File: src/rtl/serial_subtractor.sv
// Bit-serial unsigned subtractor: one difference bit per clock, LSB first,
// with a single borrow flop. Start/busy/done handshake, one operation at a time.
//
// state | meaning
// IDLE  | waiting for ssStart, last result held on ssRes/ssBo
// RUN   | shifting one bit per cycle through the full-subtractor cell
// DONE  | result just published; ssDone high, a new start may be accepted
module serial_subtractor #(
   parameter int WIDTH = 8
) (
   input  logic             ssClk,
   input  logic             ssRstN,
   input  logic             ssStart,
   input  logic [WIDTH-1:0] ssOp1,
   input  logic [WIDTH-1:0] ssOp2,
   output logic             ssBusy,
   output logic             ssDone,
   output logic [WIDTH-1:0] ssRes,
   output logic             ssBo
);

   localparam int CNT_W = $clog2(WIDTH);
   localparam logic [CNT_W-1:0] LAST_BIT = CNT_W'(WIDTH - 1);

   typedef enum logic [1:0] {
      IDLE = 2'd0,
      RUN  = 2'd1,
      DONE = 2'd2
   } state_t;

   state_t state, state_nxt;

   logic [WIDTH-1:0] a_sr;
   logic [WIDTH-1:0] b_sr;
   logic [WIDTH-1:0] diff_sr;
   logic [CNT_W-1:0] bit_cnt;
   logic             borrow;

   logic accept;
   logic last_bit;
   logic d_bit;
   logic bout;

   assign accept   = ssStart && (state != RUN);
   assign last_bit = (bit_cnt == LAST_BIT);

   assign d_bit = a_sr[0] ^ b_sr[0] ^ borrow;
   assign bout  = (~a_sr[0] & b_sr[0]) | (~(a_sr[0] ^ b_sr[0]) & borrow);

   always_ff @(posedge ssClk or negedge ssRstN) begin
      if (!ssRstN) begin
         state <= IDLE;
      end else begin
         state <= state_nxt;
      end
   end

   always_comb begin
      state_nxt = state;
      case (state)
         IDLE:    if (ssStart) state_nxt = RUN;
         RUN:     if (last_bit) state_nxt = DONE;
         DONE:    state_nxt = ssStart ? RUN : IDLE;
         default: state_nxt = IDLE;
      endcase
   end

   always_ff @(posedge ssClk or negedge ssRstN) begin
      if (!ssRstN) begin
         a_sr    <= '0;
         b_sr    <= '0;
         diff_sr <= '0;
         bit_cnt <= '0;
         borrow  <= 1'b0;
         ssRes   <= '0;
         ssBo    <= 1'b0;
      end else if (accept) begin
         a_sr    <= ssOp1;
         b_sr    <= ssOp2;
         diff_sr <= '0;
         bit_cnt <= '0;
         borrow  <= 1'b0;
      end else if (state == RUN) begin
         a_sr    <= a_sr >> 1;
         b_sr    <= b_sr >> 1;
         diff_sr <= {d_bit, diff_sr[WIDTH-1:1]};
         bit_cnt <= bit_cnt + CNT_W'(1);
         borrow  <= bout;
         // Publish on the edge that consumes the MSB, so the final bit is included.
         if (last_bit) begin
            ssRes <= {d_bit, diff_sr[WIDTH-1:1]};
            ssBo  <= bout;
         end
      end
   end

   assign ssBusy = (state == RUN);
   assign ssDone = (state == DONE);

endmodule

File: config.mk
export PLATFORM = sky130hd
export DESIGN_NAME = serial_subtractor
export DESIGN_NICKNAME = d
export VERILOG_FILES = /design/src/rtl/serial_subtractor.sv
export SDC_FILE = /design/constraint.sdc
export NUM_CORES = 1
export LEC_CHECK = 0
export CORE_ASPECT_RATIO = 0.75
export CORE_MARGIN = 2
export CORE_UTILIZATION = 48
export CTS_CLUSTER_DIAMETER = 30
export CTS_CLUSTER_SIZE = 24
export DETAILED_ROUTE_END_ITERATION = 7
export DONT_BUFFER_PORTS = 1
export HOLD_SLACK_MARGIN = 0.06
export PLACE_DENSITY = 0.63
export SLEW_MARGIN = 0
export SYNTH_ARGS = -nofsm -noshare
export SYNTH_HDL_FRONTEND = slang
export SYNTH_SLANG_ARGS = --single-unit
File: constraint.sdc
create_clock -name ssClk -period 1.8 [get_ports ssClk]
set_clock_uncertainty 0.1 [all_clocks]
set_input_delay 0.36 -clock ssClk [delete_from_list [all_inputs] [get_ports ssClk]]
set_output_delay 0.36 -clock ssClk [all_outputs]
set_load 0.1 [all_outputs]
* Word-level counts from Yosys, hierarchy flattened
Cells that the tools add are included.
** Operators by class
- Add/subtract/negate cells :: 1
- Eq/ne operators :: 6
- Muxes and demuxes :: 14
- Bitwise logic cells :: 8
- Reductions and logical operators :: 5
** Operators with widths (count)
- $mux W8 :: 6
- $mux W3 :: 2
- $pmux W2 S3 :: 1
- $mux W2 :: 2
- $ne A2 B1 Y1 const B :: 2
- $add A3 B1 Y3 const B :: 1
- $eq A3 B3 Y1 const B :: 1
- $mux W1 :: 3
- $not A1 Y1 :: 3
- $reduce_and A3 Y1 :: 1
- $and A1 B1 Y1 :: 2
- $eq A2 B1 Y1 const B :: 1
- $eq A2 B2 Y1 const B :: 1
- $logic_not A2 Y1 :: 1
- $ne A2 B2 Y1 const B :: 1
- $reduce_and A2 Y1 :: 1
- $reduce_bool A2 Y1 :: 1
- $xor A1 B1 Y1 :: 2
- $logic_and A1 B1 Y1 :: 1
- $or A1 B1 Y1 :: 1
** Word-level totals
- Flip-flop bits (word level) :: 39
- Input port bits :: 19
- Output and inout port bits :: 11
- Logic and storage cells :: 42

* Depth between registers and ports, before layout
Gate-level depths: netlist of the first run.
- Word-level depth :: 6
- Mapped depth :: 5
- Gate-level depth less buffers :: 4

* Least setup slack after synthesis of the first run
Ideal clock, no wire load.
- Kind :: register to output
- From :: register state[0]
- To :: output port ssDone
- Arrival :: 1.732 ns
- Required time :: 1.340 ns
- Slack :: -0.392 ns
- Cell stages (with the launch flop) :: 2
- Buffers on the path :: 0
- Cells stage by stage :: dfrtp_1 nor2b_1
** Between the ends
- Cells in the longest elaborated chain, start to end :: 1
** RTL lines
- from (decl) :: RTL line 31 : state_t state, state_nxt;
- from (signal assigned) :: RTL line 54 : state <= state_nxt;
- $eq A2 B2 Y1 :: RTL line 98 : assign ssDone = (state == DONE);
- to (decl) :: RTL line 17 : output logic ssDone,
No other way between the ends.

* Worst setup path after layout of the first run
- From :: register state[1]
- To :: output port ssBusy
** Between the ends
- Cells in the longest elaborated chain, start to end :: 1
** RTL lines
- $eq A2 B1 Y1 :: RTL line 97 : assign ssBusy = (state == RUN);
- to (decl) :: RTL line 16 : output logic ssBusy,
No other way between the ends.

==> results of run 1 <==
-- worst max-delay path: cells and delay by family, from the launching register on --
kind | cells | cell delay [ps]
buf+inv | 1 | 440
flops | 1 | 370
simple gates | 1 | 150
-- sequential cells by signal, indices dropped and copies added, names as in the netlist --
register  cells
a_sr          8
b_sr          8
bit_cnt       3
borrow        1
diff_sr       7
ssBo          1
ssRes         8
state         2
-- final cells by class --
cell class / instances / share of cell area, %
Inverter: 6 / 1.267
Clock inverter: 3 / 2.171
Tap cell: 52 / 3.136
Timing Repair Buffer: 17 / 7.479
Sequential cell: 38 / 45.84
Clock buffer: 5 / 3.317
Multi-Input combinational cell: 70 / 36.79
-- logic make-up after synthesis --
family          synth area share (%)
mux                            33.61
flops                          53.11
simple gates                   5.591
buf+inv                        4.821
fa+ha+maj                      2.516
compound gates                0.3496
-- what timing repair did --
item,in CTS,in global routing
buffers inserted,4,0
endpoints found under the hold margin,38,0
hold buffers,2,0
resized for setup,1,0
endpoints found under the setup margin,1,0
-- synth_stat cells, drive strengths merged --
cell type / instances
mux2: 45
buf: 7
nor2b: 7
nor2: 2
o22ai: 1
dfrtp: 38
inv: 6
nand3b: 1
nand2b: 3
fa: 1
mux2i: 5
ha: 2
and2b: 3
-- per-layer routing --
| layer | wire length (um) | track usage [%] | up-vias |
|---|---|---|---|
| li1 | - | - | 446 |
| met1 | 1264 | 18.41 | 485 |
| met2 | 1361 | 25.16 | 19 |
| met3 | 116 | 6.822 | 4 |
| met4 | 25 | 4.592 | 0 |
| met5 | 0 | 0 | - |
-- cells in the final DEF, fill, tap and decap left out --
| master | netlist | final |
|---|---|---|
| nand2b_4 | 0 | 1 |
| dlygate4sd3_1 | 0 | 1 |
| ha_1 | 2 | 2 |
| inv_1 | 6 | 5 |
| nand3b_1 | 1 | 1 |
| fa_1 | 1 | 1 |
| dfrtp_1 | 38 | 38 |
| nor2_1 | 2 | 2 |
| mux2i_1 | 5 | 5 |
| nor2b_2 | 0 | 1 |
| clkinvlp_4 | 0 | 3 |
| o22ai_1 | 1 | 1 |
| clkbuf_8 | 0 | 5 |
| nand2b_1 | 3 | 2 |
| mux2_2 | 33 | 33 |
| mux2_4 | 12 | 12 |
| nor2b_1 | 7 | 6 |
| buf_4 | 0 | 14 |
| buf_12 | 0 | 2 |
| and2b_1 | 3 | 3 |
| bufinv_16 | 0 | 1 |
-- through the flow --
step / util (%) / instances
global placement: 52.39 / 177
floorplan: - / 121
global route: 57.41 / 191
detailed placement: 52.39 / 177
finish: 57.41 / 191
CTS: 57.41 / 191
-- worst paths after layout --
| path | from | end | slack [ps] | cells past startpoint |
|---|---|---|---|---|
| setup / recovery | state[1] | ssBusy | 80 | 2 |
| hold / removal | ssStart | state[0] | 120 | 2 |
| setup reg to reg | state[1] | a_sr[6] | 110 | 6 |
| hold reg to reg | bit_cnt[0] | bit_cnt[0] | 390 | 1 |
| max in group asynchronous | ssRstN | b_sr[4] | 990 | 2 |
| min in group asynchronous | ssRstN | ssRes[3] | 420 | 2 |
==> impl_metrics.toml, run 1 <==
[setup_path]
slowest_delay_ps = 440
crit_chain = "nand2b_4, clkinvlp_4"
path_max_fanout = 3
required_ps = 1340
cp-end-kind = "output port"
cpMaxStageDelayCell = "clkinvlp_4"
cp-start-kind = "flop"
worstPathArrival_ps = 1260
worst-setup-path-type = "reg2out"

[yosys]
synth_cells = 121
ys_warn_count = 0
syn_nets = 143
synth-seq-area-share_pct = 53.11
avgSynthCellArea_um2 = 14.80
synthTopCellsByArea = "dfrtp_1 (53%), mux2_2 (21%), mux2_4 (10%)"
syn_area_um2 = 1790
synth_top_cell_by_area = "dfrtp_1"
synth.top_cell.area_share_pct = 53.11
synth_seq_cells = 38
synth_cell_types = 16

[sta]
setup_viol = 0
final.min_clock_period_ps = 1723
whs_ps = 124.8
relSlewSlack_pct = 40.53
worst_slack_ps = 77.43
slew_violations = 0
fin_tns_setup_ps = 0
rsz0062_at_grt = "false"
fmax_ghz = 0.5805
hold_viol_final = 0
finalCritPeriodShare_pct = 95.70
tightest_slew_ps = 892.0

[detailed_routing]
wl_per_cell_um = 14.49
dr_total_vias = 954
dr.pass1.iters = 2
route.detailed.drc = 0
drtAntennaViolNets = 0
vias_per_cell = 4.995
first_iter_violations = 50
routed_wl_um = 2767

[clocking]
cts_tree = "yes"
ctsRootBufferMaster = "clkbuf_8"
clk_pin_slew_ps = 80
clk_path_buf_depth = 2
cts.sink_count = 38
clkLatencyLatePin_ps = 290
cts_buffers = 5
h-tree-depth = 2

[final_layout]
nets = 160
syn2layout_area_growth_pct = 15.86
antenna_cells = 0
drive_gt1_share_pct = 51.80
fill_cells = 310
regArea_um2 = 950.9
finalInstanceArea_um2 = 2074
multi_input_comb_area_um2 = 763.2

[global_routing]
grt_pass1_wl_um = 4823
grt_pass1_vias = 1043
grt_max_degree = 39
overflow = 0
groute.usage.overall_pct = 15.47
antenna_found_initial = 0

[placement]
post-dp-hpwl_um = 1779
place_ws_ps = 197.3
io_buffers = 0
place_area_um2 = 1893
place_congestion = 0.7142

[floorplanning]
die_h_um = 56.89
pin_count = 30
die_w_um = 74.53
row_count = 19
initial_core_util_pct = 49.55
dieArea_um2 = 4240
coreArea_um2 = 3613

[run_status]
status = "finished clean"

[worst_hold_path]
hold_path.class = "in2reg"

[run]
cap_violations = 0
Power of run 1 is not shown: default switching activity piles up to over one toggle a cycle in this logic, so the estimate is an artifact.
==> run 2: changes to the inputs <==
CAP_MARGIN = 20   (was unset)
clock period = 1.6 ns   (was 1.8 ns; I/O delays follow)
==> impl_metrics.toml, run 2 (synthesis gave the netlist of run 1 again) <==
[clocking]
cts_tree = "yes"
cts_buffers = 5
clk_path_buf_depth = 2
cts.sink_count = 38
clkLatencyLatePin_ps = 290
ctsRootBufferMaster = "clkbuf_8"
clk_pin_slew_ps = 70
h-tree-depth = 2

[sta]
fmax_ghz = 0.6439
final.min_clock_period_ps = 1553
finalCritPeriodShare_pct = 97.06
tightest_slew_ps = 285.5
setup_viol = 0
relSlewSlack_pct = 80.96
hold_viol_final = 0
slew_violations = 0

[floorplanning]
pin_count = 30
row_count = 19
die_h_um = 56.89
die_w_um = 74.53
dieArea_um2 = 4240
initial_core_util_pct = 49.55
coreArea_um2 = 3613

[detailed_routing]
drtAntennaViolNets = 0
route.detailed.drc = 0
dr.pass1.iters = 2
dr_total_vias = 950
first_iter_violations = 15
routed_wl_um = 2639
vias_per_cell = 4.847
wl_per_cell_um = 13.46

[global_routing]
grt_pass1_vias = 1000
overflow = 0
antenna_found_initial = 0
grt_pass1_wl_um = 4547
groute.usage.overall_pct = 14.60
grt_max_degree = 39

[final_layout]
nets = 165
drive_gt1_share_pct = 54.86
mostFrequentLayoutCells = "dfrtp_1 (38), mux2_2 (33), mux2_4 (12)"
antenna_cells = 0
syn2layout_area_growth_pct = 25.44
fill_cells = 307
final_common_cell = "dfrtp_1"
reg_top3 = "a_sr: 8 flops, b_sr: 8 flops, ssRes: 8 flops"
fin_cells = 196

[setup_path]
r2r_slack_ps = 70
crit_path_end = "ssBusy"
cpMaxStageDelayCell = "dfrtp_1"
rr_worst_depth = 5
cp-start-kind = "flop"
worst-setup-path-type = "reg2out"
required_ps = 1180
cp-end-kind = "output port"
slowest_delay_ps = 440
reg2reg_from = "bit_cnt[0]"
path_max_fanout = 5
crit_chain = "nand2b_4, clkinvlp_4, buf_12"
crit_start = "state[0]"
r2r-end = "ssRes[7]"
crit_family = "flip-flops"
worstPathArrival_ps = 1130
cp_num_cells = 3
path_buf_inv = 2

[placement]
io_buffers = 0
place_congestion = 0.6923
post-dp-hpwl_um = 1811
dp_cells = 183

[run_status]
status = "finished clean"

[power]
p_int_mw = 3.301
netSwitchingFraction_pct = 38.05
clkPwrFrac_pct = 18.6
p_sw_mw = 2.027
seq_power_share_pct = 31.0
p_per_area_nw_per_um2 = 2372
power_frac_comb_pct = 50.4
peakVddDrop_v = 0.001349
p_total_mw = 5.328
p_leak_nw = 1.067

[worst_hold_path]
hold_path.class = "in2reg"

[run]
cap_violations = 0
## run 2: cell types whose count changed in the layout (fill, tap and decap cells not counted), sizes merged
cell      change
buf           +5
clkinvlp      -2
bufinv        +1
clkbuf        +1
## run 2: worst min path at each step
stage | from | end | slack [ps] | cells after the start
CTS | ssStart | state[0] | 90 | 2
floorplan | ssRstN | a_sr[0] | -80 | 0
detailed placement | ssRstN | ssRes[3] | -70 | 0
finish | ssStart | state[0] | 90 | 2
global route | ssOp1[7] | a_sr[7] | 90 | 2
global placement | ssRstN | ssRes[3] | -70 | 0
## run 2: per-layer routing
metal	share of wire, %	vias up	wire length (um)	global-route usage [%]
met3	5.7	8	150	5.566
met2	48	21	1261	22.25
met1	44	464	1170	18.16
met4	2.1	0	56	6.888
li1	-	457	-	-
met5	0	-	0	0
## run 2: repair_timing
item / CTS / global route
resized for setup: 2 / 2
setup endpoints to repair: 1 / 9
buffers inserted: 0 / 3
endpoints found under the hold margin: 38 / 0
hold buffers: 2 / 0
## run 2: layout make-up
| type | count | area, um^2 | share of cell area, % |
|---|---|---|---|
| sequential | 38 | 950.9 | 42.34 |
| multi-input combinational | 70 | 768.2 | 34.21 |
| timing repair buffer | 22 | 292.8 | 13.04 |
| clock inverter | 2 | 60.06 | 2.674 |
| inverter | 6 | 26.28 | 1.170 |
| tap | 52 | 65.06 | 2.897 |
| clock buffer | 6 | 82.58 | 3.677 |
## run 2: power by group through the flow
stage	Sequential [mW]	Clock, mW	Combinational [mW]
2_1_floorplan	2.36	0	1.26
3_3_place_gp	1.66	0	2.58
3_5_place_dp	1.68	0	2.63
4_1_cts	1.66	1.02	2.68
5_1_grt	1.72	1.07	2.83
6_report	1.65	0.990	2.68
## run 2: through the flow
step	setup TNS (ps)	util [%]	hold WS [ps]	setup WS (ps)	cell area [um^2]
after global routing	-0.9617	62.15	86.12	-0.9617	2246
final	0	62.15	92.44	47.00	2246
after CTS	0	61.39	87.20	13.58	2218
after floorplan	-29.58	-	-75.59	-26.36	1807
after detailed placement	0	56.41	-74.92	15.78	2038
after global placement	0	56.41	-74.60	42.69	2038
(Power assumes the default switching activity.)
==> run 3: changes to the inputs <==
PLACE_DENSITY = 0.62   (was 0.63)
REMOVE_ABC_BUFFERS = 1   (was unset)
==> impl_metrics.toml, run 3 (synthesis gave the netlist of run 1 again) <==
[final_layout]
final_common_cell = "dfrtp_1"
nets = 161
antenna_cells = 0
regArea_um2 = 950.9
drive_gt1_share_pct = 52.86
fill_cells = 305
reg_top3 = "a_sr: 8 flops, b_sr: 8 flops, ssRes: 8 flops"
multi_input_comb_area_um2 = 768.2
utilization_pct = 58.07
mostFrequentLayoutCells = "dfrtp_1 (38), mux2_2 (33), mux2_4 (12), buf_4 (12)"
syn2layout_area_growth_pct = 17.19
finalInstanceArea_um2 = 2098

[sta]
setup_viol = 0
slew_violations = 0
worst_slack_ps = 51.72
rsz0062_at_grt = "true"
finalCritPeriodShare_pct = 96.77
relSlewSlack_pct = 80.62
hold_viol_final = 0
final.min_clock_period_ps = 1548
tightest_slew_ps = 290.8
fmax_ghz = 0.6459
fin_tns_setup_ps = 0

[setup_path]
crit_start = "bit_cnt[0]"
reg2reg_from = "bit_cnt[0]"
required_ps = 1660
worstPathArrival_ps = 1610
cp-start-kind = "flop"
worst-setup-path-type = "reg2reg"
path_max_fanout = 10
cp-end-kind = "flop"

[detailed_routing]
drtAntennaViolNets = 0
wl_per_cell_um = 14.39
vias_per_cell = 4.885
dr.pass1.iters = 4
routed_wl_um = 2762
first_iter_violations = 31
route.detailed.drc = 0
dr_total_vias = 938

[run_status]
status = "finished clean"

[floorplanning]
dieArea_um2 = 4240
initial_core_util_pct = 49.55
coreArea_um2 = 3613
pin_count = 30
row_count = 19
die_h_um = 56.89
die_w_um = 74.53

[worst_hold_path]
hold_path.class = "in2reg"
hp-start = "ssStart"

[run]
cap_violations = 0

[global_routing]
grt.busiest_layer = "met2"
grtUsageMet3_pct = 6.104
grt_pass1_wl_um = 5016
overflow = 0
grt_max_degree = 39
use_met1_pct = 21.52
antenna_found_initial = 0
groute.usage.overall_pct = 15.71
grt_pass1_vias = 1008
use_met2_pct = 23.51

[clocking]
h-tree-depth = 2
ctsRootBufferMaster = "clkbuf_8"
cts.sink_count = 38
cts_buffers = 5
cts_tree = "yes"
clkLatencyLatePin_ps = 280
clk_pin_slew_ps = 70
clk_path_buf_depth = 2

[placement]
place_ws_ps = 11.56
place_area_um2 = 1957
post-dp-hpwl_um = 1809
place_congestion = 0.6852
io_buffers = 0
[run 3: path summary, 6_finish.rpt]
| kind | to | slack, ps | cells past startpoint |
|---|---|---|---|
| worst max register to register | ssRes[7] | 50 | 5 |
| max in group asynchronous | b_sr[7] | 790 | 2 |
| min in group asynchronous | b_sr[2] | 430 | 2 |
| worst min-delay path | state[0] | 90 | 2 |
| worst min register to register | b_sr[4] | 400 | 1 |
| worst max-delay path | ssRes[7] | 50 | 5 |
[run 3: timing repair]
item,in CTS,in global routing
cloned,0,0
buffers inserted,0,1
hold buffers,2,0
gates resized for setup,1,3
endpoints found under the setup margin,1,9
hold endpoints to repair,38,0
[run 3: critical path, stage by stage, from the launching register on]
cell and delay, ps:
dfrtp_1 380, ha_2 180, ha_2 170, nand3b_1 120, buf_12 140, mux2_2 330
[run 3: layout make-up]
cell class	instances	share of cell area, %
multi-input cells	70	36.61
flip-flops and latches	38	45.32
clock buffers	7	4.114
well taps	52	3.101
repair buffers	18	9.541
inverters	6	1.073
clock inverters	1	0.2385
[run 3: per-stage QoR]
stage                     hold WS (ps)  instances
after CTS                        80.66        191
after global routing             73.07        192
after global placement          -74.46        181
final                            92.18        192
after floorplan                 -75.59        114
after detailed placement        -74.54        181
[run 3: layer usage]
layer  share of wire, %  wire length (um)  vias to the layer above
met4               0.36                10                        0
met2                 49              1345                       17
li1                   -                 -                      452
met3                5.5               151                        2
met5                  0                 0                        -
met1                 45              1255                      467
Power of run 3 is left out for the same reason.
